## src/rtl/vadd_pkg.sv

```systemverilog
// Shared types and helpers for the sequential vector add/sub unit.
// Holds FSM state encoding, index-width helper and saturation constants.
package vadd_pkg;

  typedef enum logic [1:0] {
    IDLE = 2'd0,
    RUN  = 2'd1,
    WRIT = 2'd2,
    DONE = 2'd3
  } state_t;

  localparam int ELEM_W_DEF = 16;
  localparam logic [ELEM_W_DEF-1:0] SAT_MAX = 16'h7FFF;
  localparam logic [ELEM_W_DEF-1:0] SAT_MIN = 16'h8000;

  // Never returns 0 so a single-chunk configuration still gets a legal index vector.
  function automatic int clog2_min1(input int n);
    int r;
    r = 0;
    while ((1 << r) < n) r++;
    return (r < 1) ? 1 : r;
  endfunction

  function automatic logic [63:0] sat_max_w(input int w);
    return (64'd1 << (w - 1)) - 64'd1;
  endfunction

  function automatic logic [63:0] sat_min_w(input int w);
    return 64'd1 << (w - 1);
  endfunction

endpackage

```

## src/rtl/vadd_lane.sv

```systemverilog
// One combinational add/sub lane with signed overflow detect and optional clamp.
// Zero latency; no flow control.
module vadd_lane
  import vadd_pkg::*;
#(
  parameter int W = 16
) (
  input  logic [W-1:0] a_i,
  input  logic [W-1:0] b_i,
  input  logic         sub_i,
  input  logic         sat_i,
  output logic [W-1:0] r_o,
  output logic         ovf_o
);

  localparam logic [W-1:0] MAXV = W'(sat_max_w(W));
  localparam logic [W-1:0] MINV = W'(sat_min_w(W));

  logic [W-1:0] b_x;
  logic [W-1:0] r;
  logic         ovf;

  assign b_x = sub_i ? ~b_i : b_i;
  assign r   = a_i + b_x + {{(W-1){1'b0}}, sub_i};

  // In both modes an overflowed result carries the wrong sign relative to a.
  assign ovf = (sub_i ? (a_i[W-1] != b_i[W-1]) : (a_i[W-1] == b_i[W-1]))
               && (r[W-1] != a_i[W-1]);

  assign ovf_o = ovf;
  assign r_o   = (sat_i && ovf) ? (a_i[W-1] ? MINV : MAXV) : r;

endmodule

```

## src/rtl/vadd_vec_seq.sv

```systemverilog
// Sequential vector add/sub: latches operands on start, PAR lanes per clock.
// write one cycle after the last chunk, done after that; start low aborts to IDLE.
module vadd_vec_seq
  import vadd_pkg::*;
#(
  parameter int ELEM_W   = 16,
  parameter int NUM_ELEM = 8,
  parameter int PAR      = 2
) (
  input  logic                         Clk,
  input  logic                         Rst_n,
  input  logic [NUM_ELEM*ELEM_W-1:0]   A,
  input  logic [NUM_ELEM*ELEM_W-1:0]   B,
  input  logic                         Sub,
  input  logic                         Sat,
  input  logic                         start,
  output logic [NUM_ELEM*ELEM_W-1:0]   SumV,
  output logic [NUM_ELEM-1:0]          OvMask,
  output logic                         V,
  output logic                         write,
  output logic                         done
);

  localparam int NCHUNK = NUM_ELEM / PAR;
  localparam int IDX_W  = clog2_min1(NCHUNK);
  localparam int VW     = NUM_ELEM * ELEM_W;

  state_t               state_q, state_d;
  logic [IDX_W-1:0]     idx_q;
  logic [VW-1:0]        a_q, b_q;
  logic                 sub_q, sat_q;
  logic [VW-1:0]        sumv_q;
  logic [NUM_ELEM-1:0]  ovm_q;
  logic                 v_q;
  logic                 last_chunk;

  logic [ELEM_W-1:0]    lane_a [PAR];
  logic [ELEM_W-1:0]    lane_b [PAR];
  logic [ELEM_W-1:0]    lane_r [PAR];
  logic [PAR-1:0]       lane_ovf;

  assign last_chunk = (idx_q == IDX_W'(NCHUNK - 1));

  always_ff @(posedge Clk) begin
    if (!Rst_n) state_q <= IDLE;
    else        state_q <= state_d;
  end

  always_comb begin
    state_d = state_q;
    unique case (state_q)
      IDLE:    if (start) state_d = RUN;
      RUN:     if (last_chunk) state_d = WRIT;
      WRIT:    state_d = DONE;
      DONE:    state_d = DONE;
      default: state_d = IDLE;
    endcase
    if (!start) state_d = IDLE;
  end

  always_comb begin
    write = (state_q == WRIT);
    done  = (state_q == DONE);
  end

  // Static chunk mux keeps every operand slice constant-indexed.
  always_comb begin
    for (int l = 0; l < PAR; l++) begin
      lane_a[l] = '0;
      lane_b[l] = '0;
      for (int c = 0; c < NCHUNK; c++) begin
        if (idx_q == IDX_W'(c)) begin
          lane_a[l] = a_q[(c*PAR+l)*ELEM_W +: ELEM_W];
          lane_b[l] = b_q[(c*PAR+l)*ELEM_W +: ELEM_W];
        end
      end
    end
  end

  for (genvar l = 0; l < PAR; l++) begin : g_lane
    vadd_lane #(.W(ELEM_W)) u_lane (
      .a_i   (lane_a[l]),
      .b_i   (lane_b[l]),
      .sub_i (sub_q),
      .sat_i (sat_q),
      .r_o   (lane_r[l]),
      .ovf_o (lane_ovf[l])
    );
  end

  always_ff @(posedge Clk) begin
    if (!Rst_n) begin
      idx_q  <= '0;
      a_q    <= '0;
      b_q    <= '0;
      sub_q  <= 1'b0;
      sat_q  <= 1'b0;
      sumv_q <= '0;
      ovm_q  <= '0;
      v_q    <= 1'b0;
    end else if (!start) begin
      v_q <= 1'b0;
    end else begin
      case (state_q)
        IDLE: begin
          a_q    <= A;
          b_q    <= B;
          sub_q  <= Sub;
          sat_q  <= Sat;
          idx_q  <= '0;
          sumv_q <= '0;
          ovm_q  <= '0;
          v_q    <= 1'b0;
        end
        RUN: begin
          for (int e = 0; e < NUM_ELEM; e++) begin
            if (idx_q == IDX_W'(e / PAR)) begin
              sumv_q[e*ELEM_W +: ELEM_W] <= lane_r[e % PAR];
              ovm_q[e]                   <= lane_ovf[e % PAR];
            end
          end
          v_q <= v_q | (|lane_ovf);
          if (!last_chunk) idx_q <= idx_q + 1'b1;
        end
        default: ;
      endcase
    end
  end

  assign SumV   = sumv_q;
  assign OvMask = ovm_q;
  assign V      = v_q;

endmodule
```

## config.mk

```make
export PLATFORM = sky130hd
export DESIGN_NAME = vadd_vec_seq
export DESIGN_NICKNAME = d
export VERILOG_FILES = /design/src/rtl/vadd_pkg.sv /design/src/rtl/vadd_lane.sv /design/src/rtl/vadd_vec_seq.sv
export SDC_FILE = /design/constraint.sdc
export NUM_CORES = 1
export LEC_CHECK = 0
export CORE_MARGIN = 2
export CORE_UTILIZATION = 25
export DETAILED_ROUTE_END_ITERATION = 16
export HOLD_SLACK_MARGIN = 0.15
export PLACE_DENSITY = 0.47
export SYNTH_ARGS = -nofsm -noshare
export SYNTH_HDL_FRONTEND = slang
export SYNTH_SLANG_ARGS = --single-unit
```

## constraint.sdc

```tcl
create_clock -name Clk -period 6.1 [get_ports Clk]
set_input_delay 0.61 -clock Clk [delete_from_list [all_inputs] [get_ports Clk]]
set_output_delay 0.61 -clock Clk [all_outputs]
set_load 0.01 [all_outputs]
```

==> flow_summary.json <==
{
  "start_util_pct": 25.2,
  "syn_to_final_growth_pct": 35.2,
  "critPathSlowestCell": "a211oi_2",
  "cp.arrival_ps": 5590,
  "rsz0062_at_grt": "no",
  "wire_per_inst_um": 19.4,
  "post_cts_resized": 0,
  "min_period_ps": 5130,
  "synth_ff_type": "dfxtp_1",
  "worst_pin_slew_ps": 1150,
  "grt_max_degree": 259,
  "p_switching_mw": 1.81,
  "seq_area_frac_synth_pct": 44.3,
  "grt_pass1_vias": 17100,
  "switching_share_pct": 27.2,
  "grt_pass1_wl_mm": 105,
  "detail-route-antenna-nets": 0,
  "first_pass_iters": 7,
  "crit_fanout": 72,
  "num_vias": 16900,
  "final-max-slew-violation-count": 0,
  "status": "finished clean",
  "antenna_found_initial": 3,
  "seq_area_um2": 7990,
  "cts_root_buf": "clkbuf_16",
  "core_area_um2": 71500,
  "syn-num-nets": 2658,
  "post-place-ws_ps": 987,
  "top_layer_used": "met5",
  "die_area_um2": 74300,
  "cp_cell_sequence": "inv_1 -> ha_4 -> buf_4 -> nor3b_1 -> a211oi_2 -> mux2i_1 -> fa_1 -> nor2b_1 -> o21ai_0 -> a21oi_1 -> o31ai_1 -> a2111oi_0 -> o2bb2ai_1 -> nor3_2 -> o21ai_1",
  "fin_skew_ps": 28.4,
  "cp.buffers_inverters": 2,
  "mostFrequentLayoutCells": "758 x nand2_1, 398 x dfxtp_1, 398 x clkdlybuf4s50_1",
  "cp-start-kind": "register",
  "wl_met1_mm": 31.2,
  "cp_slowest_stage_delay_ps": 580,
  "internal_power_mw": 4.85,
  "num-nets-final": 2960,
  "mostFrequentLayoutCell": "nand2_1",
  "hold_viol": 0,
  "fill_cells": 7506,
  "postCtsSetupBuffers": 0,
  "syn_inst": 2363,
  "drt_wl_total_mm": 70.7,
  "row_count": 98,
  "synth_area_um2": 18000,
  "path_delay_family": "compound AO/OA/AOI/OAI gates",
  "vias_per_cell": 4.63,
  "hpwl_mm": 52.3,
  "htree_levels": 2,
  "port_buffers": 399,
  "drc": 0,
  "synth-seq-cells": 399,
  "async_flop_share_pct": 0,
  "clockBufferDepth": 3,
  "fin_crit_sh_pct": 84.2,
  "synth_edf_count": 0,
  "layout.cells.non_filler": 3646,
  "max_freq_ghz": 0.195,
  "cts_tree": "built",
  "ir_worst_vdd_v": 0.000160,
  "slew-limit-headroom_pct": 23.0,
  "drv_cap": 0,
  "io_pins": 400,
  "power-per-cell-area_nw_per_um2": 273,
  "cts.sinks": 399,
  "ctsHoldBuffers": 0,
  "diodes": 0,
  "gp_congestion": 0.838,
  "die_h_um": 273,
  "critPathKind": "register to register",
  "pwr-share-clk_pct": 43.1,
  "grt_overflow": 0,
  "end_kind": "register",
  "synth.distinct_cells": 60,
  "setup_tns_ps": 0,
  "multi_input_comb_area_um2": 9400,
  "placed_cells": 3565,
  "hold_ws_ps": 449,
  "synth.avg_cell_area_um2": 7.63,
  "ys_warn_count": 0,
  "track_usage_pct": 18.5,
  "p_seq_share_pct": 42.2,
  "worstSkewPairLatency_ps": 590,
  "drive_gt1_share_pct": 4.38,
  "numCtsBuffers": 48,
  "drtIter0Drc": 983,
  "cts.reportedPaths.clkPinSlew_ps": 60,
  "crit_required_ps": 6560,
  "setup-violations-final": 0,
  "p_comb_share_pct": 14.7,
  "setup_ws_ps": 965,
  "met3WireLength_mm": 3.46,
  "fp.dieW_um": 273,
  "p_leak_nw": 9.13,
  "hp-class": "register to register",
  "route.met2.wl_mm": 33.6
}
-- cells in the mapped netlist (2+ instances only) --
cell type	count	share of area, %
nor3_1	11	0.31
mux2i_1	4	0.22
nand2_1	759	16
clkbuf_1	137	2.9
o21ai_0	126	3.5
buf_1	18	0.37
dfxtp_1	399	44
or3_1	6	0.21
a32o_1	4	0.22
and2_1	12	0.42
o21a_1	5	0.21
o21ai_1	55	1.5
nand2b_1	4	0.14
a22o_1	20	0.97
nor2_1	162	3.4
fa_1	2	0.22
nand4_1	3	0.10
a31oi_1	6	0.21
a211o_1	7	0.34
ha_1	32	2.2
nand3b_1	8	0.33
xnor2_1	15	0.73
a211oi_1	8	0.33
a21boi_0	259	11
a311oi_1	3	0.15
inv_1	13	0.27
a21o_1	13	0.54
a211oi_2	3	0.21
buf_2	10	0.28
nor2b_1	12	0.42
a21oi_1	150	4.2
o31ai_1	6	0.25
o21bai_1	6	0.25
mux2_2	3	0.19
xor2_1	39	1.9
nor3b_1	5	0.21
buf_4	3	0.12
nand3_1	13	0.36
-- path summary, 6_finish.rpt --
path                         startpoint               endpoint  slack [ps]  depth (start not counted)
setup reg to reg  idx_q[0]$_SDFFE_PN0P_  SumV[94]$_SDFFE_PN0P_         970                         15
setup / recovery  idx_q[0]$_SDFFE_PN0P_  SumV[94]$_SDFFE_PN0P_         970                         15
hold reg to reg   SumV[87]$_SDFFE_PN0P_  SumV[87]$_SDFFE_PN0P_         450                          2
hold / removal    SumV[87]$_SDFFE_PN0P_  SumV[87]$_SDFFE_PN0P_         450                          2
-- power by group through the flow --
stage	Combinational, mW	Sequential, mW	Clock, mW
floorplan	0.506	2.85	0
CTS	0.997	2.81	2.96
finish	0.977	2.81	2.87
global placement	0.979	2.87	0
detailed placement	0.994	2.87	0
global route	1.08	2.82	3.06
-- kinds of logic after synthesis --
| family | Yosys count | share of synthesized area [%] |
|---|---|---|
| adder cells (fa/ha/maj) | 34 | 2.44 |
| AO/OA/AOI/OAI | 684 | 24.4 |
| flip-flops | 399 | 44.3 |
| multiplexers | 7 | 0.409 |
| buffers and inverters | 184 | 3.97 |
| AND/OR/NAND/NOR | 1001 | 21.9 |
| XOR/XNOR | 54 | 2.62 |
-- registers in the layout (all words and copies together) (netlist names) --
signal   flops
OvMask       8
SumV       128
V            1
a_q        128
b_q        128
idx_q        2
sat_q        1
state_q      2
sub_q        1
-- worst min-delay path, delay by kind of cell, from the launching register on --
kind	cells	cell delay, ps
DFF	1	310
and+or+nand+nor	1	50
AOI/OAI and AO/OA	1	50
-- final cells by class --
| cell class | instances | area share (%) |
|---|---|---|
| Timing Repair Buffer | 421 | 17.2 |
| Sequential cell | 399 | 32.8 |
| Clock buffer | 65 | 5.65 |
| Tap cell | 950 | 4.87 |
| Inverter | 15 | 0.231 |
| Multi-Input combinational cell | 1780 | 38.6 |
| Clock inverter | 16 | 0.749 |
-- per-layer routing --
layer | GRT usage, % | vias up
li1 | - | 8459
met1 | 23.3 | 7913
met2 | 31.6 | 397
met3 | 3.24 | 112
met4 | 6.87 | 6
met5 | 0 | -
-- stage by stage --
step	utilization (%)	total power, mW	instance area [µm²]
3_5_place_dp	31.9	3.86	22800
5_1_grt	34.1	6.96	24400
2_1_floorplan	-	3.35	18000
4_1_cts	34.1	6.77	24400
3_3_place_gp	31.9	3.85	22800
6_report	34.1	6.66	24400
Note: power is estimated with default switching activity, not from simulation.
==> RTL edit: new RTL, same flow settings <==
Make the reset (`Rst_n`) asynchronous in 2 clocked blocks.
--- a/src/rtl/vadd_vec_seq.sv
+++ b/src/rtl/vadd_vec_seq.sv
@@ -41,7 +41,7 @@
 
   assign last_chunk = (idx_q == IDX_W'(NCHUNK - 1));
 
-  always_ff @(posedge Clk) begin
+  always_ff @(posedge Clk or negedge Rst_n) begin
     if (!Rst_n) state_q <= IDLE;
     else        state_q <= state_d;
   end
@@ -88,7 +88,7 @@
     );
   end
 
-  always_ff @(posedge Clk) begin
+  always_ff @(posedge Clk or negedge Rst_n) begin
     if (!Rst_n) begin
       idx_q  <= '0;
       a_q    <= '0;
Function: differs if Rst_n is asserted again (counterexample within 4 cycles, from zero or initial values and one cycle with Rst_n low); with Rst_n held inactive, the same outputs for 4 cycles.
==> RTL edit against the unedited design <==
Core utilization increased by 0.34 points. Sequential share of layout area increased by 6.1 points. Design area increased by 5.4%. Worst setup slack got worse by 350 ps. Sequential cell count unchanged. Wire length decreased by 1.6%. Synthesized area increased by 4.5%. Critical endpoint is now SumV[61].
Power is not compared: it rests on default switching activity, and its combinational part moved more than twofold at a synthesized area within 25%.
==> RTL edit: results (changes against the unedited design) <==
Placement
  – I/O Buffers: 399 (unchanged)
  – Post-DP Area: 24,100 um2 (was 22,800 um2)
  – Final HPWL DP: 51,100 um (was 52,300 um)
  – Routability cong.: 0.840 (was 0.838)

Global route
  – Vias in the first global route: 15,100 (was 17,100)
  – GRT Util Overall: 0.177 (was 0.185)
  – Global-route wire length before repair: 102,000 um (was 105,000 um)
  – Initial antenna violation count: 22 (was 3)
  – Pin count of the biggest net entering global routing: 117 (was 259)

Clocking
  – Inserted Clock Buffers: 49 (was 48)
  – Clock insertion delay at the later pin of the skew report: about 600 ps
  – Root Driver: clkbuf_16 (unchanged)
  – Clock-pin transition on the worst setup and hold timing paths: 60 ps (about the same)
  – H-tree depth: 2 (unchanged)
  – # Post-CTS Setup Buffers: 0 (unchanged)

Detailed routing
  – Total iterations of the first detailed-routing run: 4 (was 7)
  – Post-Route WL: 69,600 um (was 70,700 um)
  – Routed via count: 14,300 (was 16,900)
  – Number of DRC markers in iteration 0: 736 (was 983)
  – ANT nets after route: 0 (unchanged)

Yosys
  – Yosys warning count: 0 (unchanged)
  – Syn Nets: 1,891 (was 2,658)
  – Async S/R FF share, synth: 1.00 (was 0)
  – Top cells by area, synth: dfrtp_1 53%, mux2_2 19%, o21ai_0 3.7% (was dfxtp_1 44%, nand2_1 16%, a21boi_0 11%)
  – Post-synth cell types: 65 (was 60)
  – Sequential fraction of the synthesis area: 0.530 (was 0.443)
  – Most frequent cells after synthesis: 399 x dfrtp_1, 310 x mux2_2, 141 x o21ai_0 (was 759 x nand2_1, 399 x dfxtp_1, 259 x a21boi_0)

Layout
  – Fill cells: 7,449 (was 7,506)
  – Final #Nets: 2,280 (was 2,960)
  – Share of layout cells above drive strength 1: 0.225 (was 0.0438)

Setup path
  – Reg2Reg Depth: 17 (was 15)
  – WP data arrival: 5910 ps (was 5590 ps)
  – Worst-path maximum fanout: 31 (was 72)

Run status
  – Outcome: complete, no violations (unchanged)

Hold path
  – Hold depth: 2 (unchanged)

Timing
  – Worst Skew: 22.0 ps (was 28.4 ps)
  – Slew at the pin closest to its max-slew limit: 1240 ps (was 1150 ps)
-- RTL edit: cell count changes in the layout (fill, tap and decap cells not counted), sizes merged, moves of 101 or more --
cell and change:
nand2 -633, dfrtp +399, dfxtp -399, mux2 +307, a21boi -257, a21oi -101
-- RTL edit: worst max-delay path, stage by stage, from the launching register on --
cell and delay, ps:
dfrtp_1 460, inv_1 180, ha_1 270, nor2b_4 580, buf_12 290, a221o_1 160
o21ai_0 80, o21ai_0 240, xor2_1 350, ha_1 370, a21o_1 220, a21o_1 180
a21oi_1 190, o21ai_0 180, o21ai_0 530, a21boi_1 200, o21ai_2 650, a211oi_1 170
-- RTL edit: power breakdown --
| group | switching, mW | leakage [nW] | internal, mW |
|---|---|---|---|
| Sequential | 0.452 | 4.83 | 3.39 |
| Clock | 1.21 | 0.775 | 1.67 |
| Combinational | 4.45 | 4.92 | 3.13 |
| Total | 6.11 | 10.5 | 8.20 |
-- RTL edit: kinds of logic after synthesis --
kind of cell | Yosys count | share of synthesized area
xor gates and xnor gates | 54 | 0.0251
AOI/OAI and AO/OA | 409 | 0.147
adders and majority gates | 34 | 0.0234
and+or+nand+nor | 268 | 0.0625
muxes | 315 | 0.188
buffers and inverters | 117 | 0.0246
DFF | 399 | 0.530
-- RTL edit: path summary, 6_finish.rpt --
kind	startpoint	to	slack [ps]
setup reg to reg	idx_q[0]	SumV[61]	620
hold reg to reg	SumV[36]	SumV[36]	480
max in group asynchronous	Rst_n	SumV[117]	3770
min in group asynchronous	Rst_n	b_q[53]	660
setup / recovery	idx_q[0]	SumV[61]	620
hold / removal	SumV[36]	SumV[36]	480
-- RTL edit: area by class of cell --
cell class,count,area [um2],area share
Clock inverter,21,200,0.00779
Clock buffer,64,1370,0.0534
Tap cell,969,1210,0.0472
Inverter,13,48.8,0.00190
Sequential cell,399,9990,0.389
Timing Repair Buffer,441,4380,0.170
Multi-Input combinational cell,1081,8480,0.330
Antenna cell,7,17.5,0.000682
-- RTL edit: per-layer routing --
metal | part of all wire | GRT usage | vias to the layer above
li1 | - | - | 6648
met1 | 0.42 | 0.219 | 7231
met2 | 0.50 | 0.309 | 309
met3 | 0.047 | 0.0400 | 107
met4 | 0.023 | 0.0471 | 32
met5 | 0.0030 | 0 | -
-- RTL edit: timing repair --
| item | CTS | global route |
|---|---|---|
| hold buffers | 1 | 0 |
| hold endpoints to repair | 104 | 0 |
| endpoints found under the setup margin | 0 | 15 |
-- RTL edit: stage by stage --
step / std cells / util / setup WS, ps / hold WS (ps)
floorplan: 1596 / - / 1510 / 314
global placement: 2901 / 0.323 / 453 / 467
detailed placement: 2901 / 0.323 / 333 / 470
CTS: 2987 / 0.344 / 325 / 484
global route: 2992 / 0.344 / 51.8 / 508
finish: 2995 / 0.345 / 619 / 481
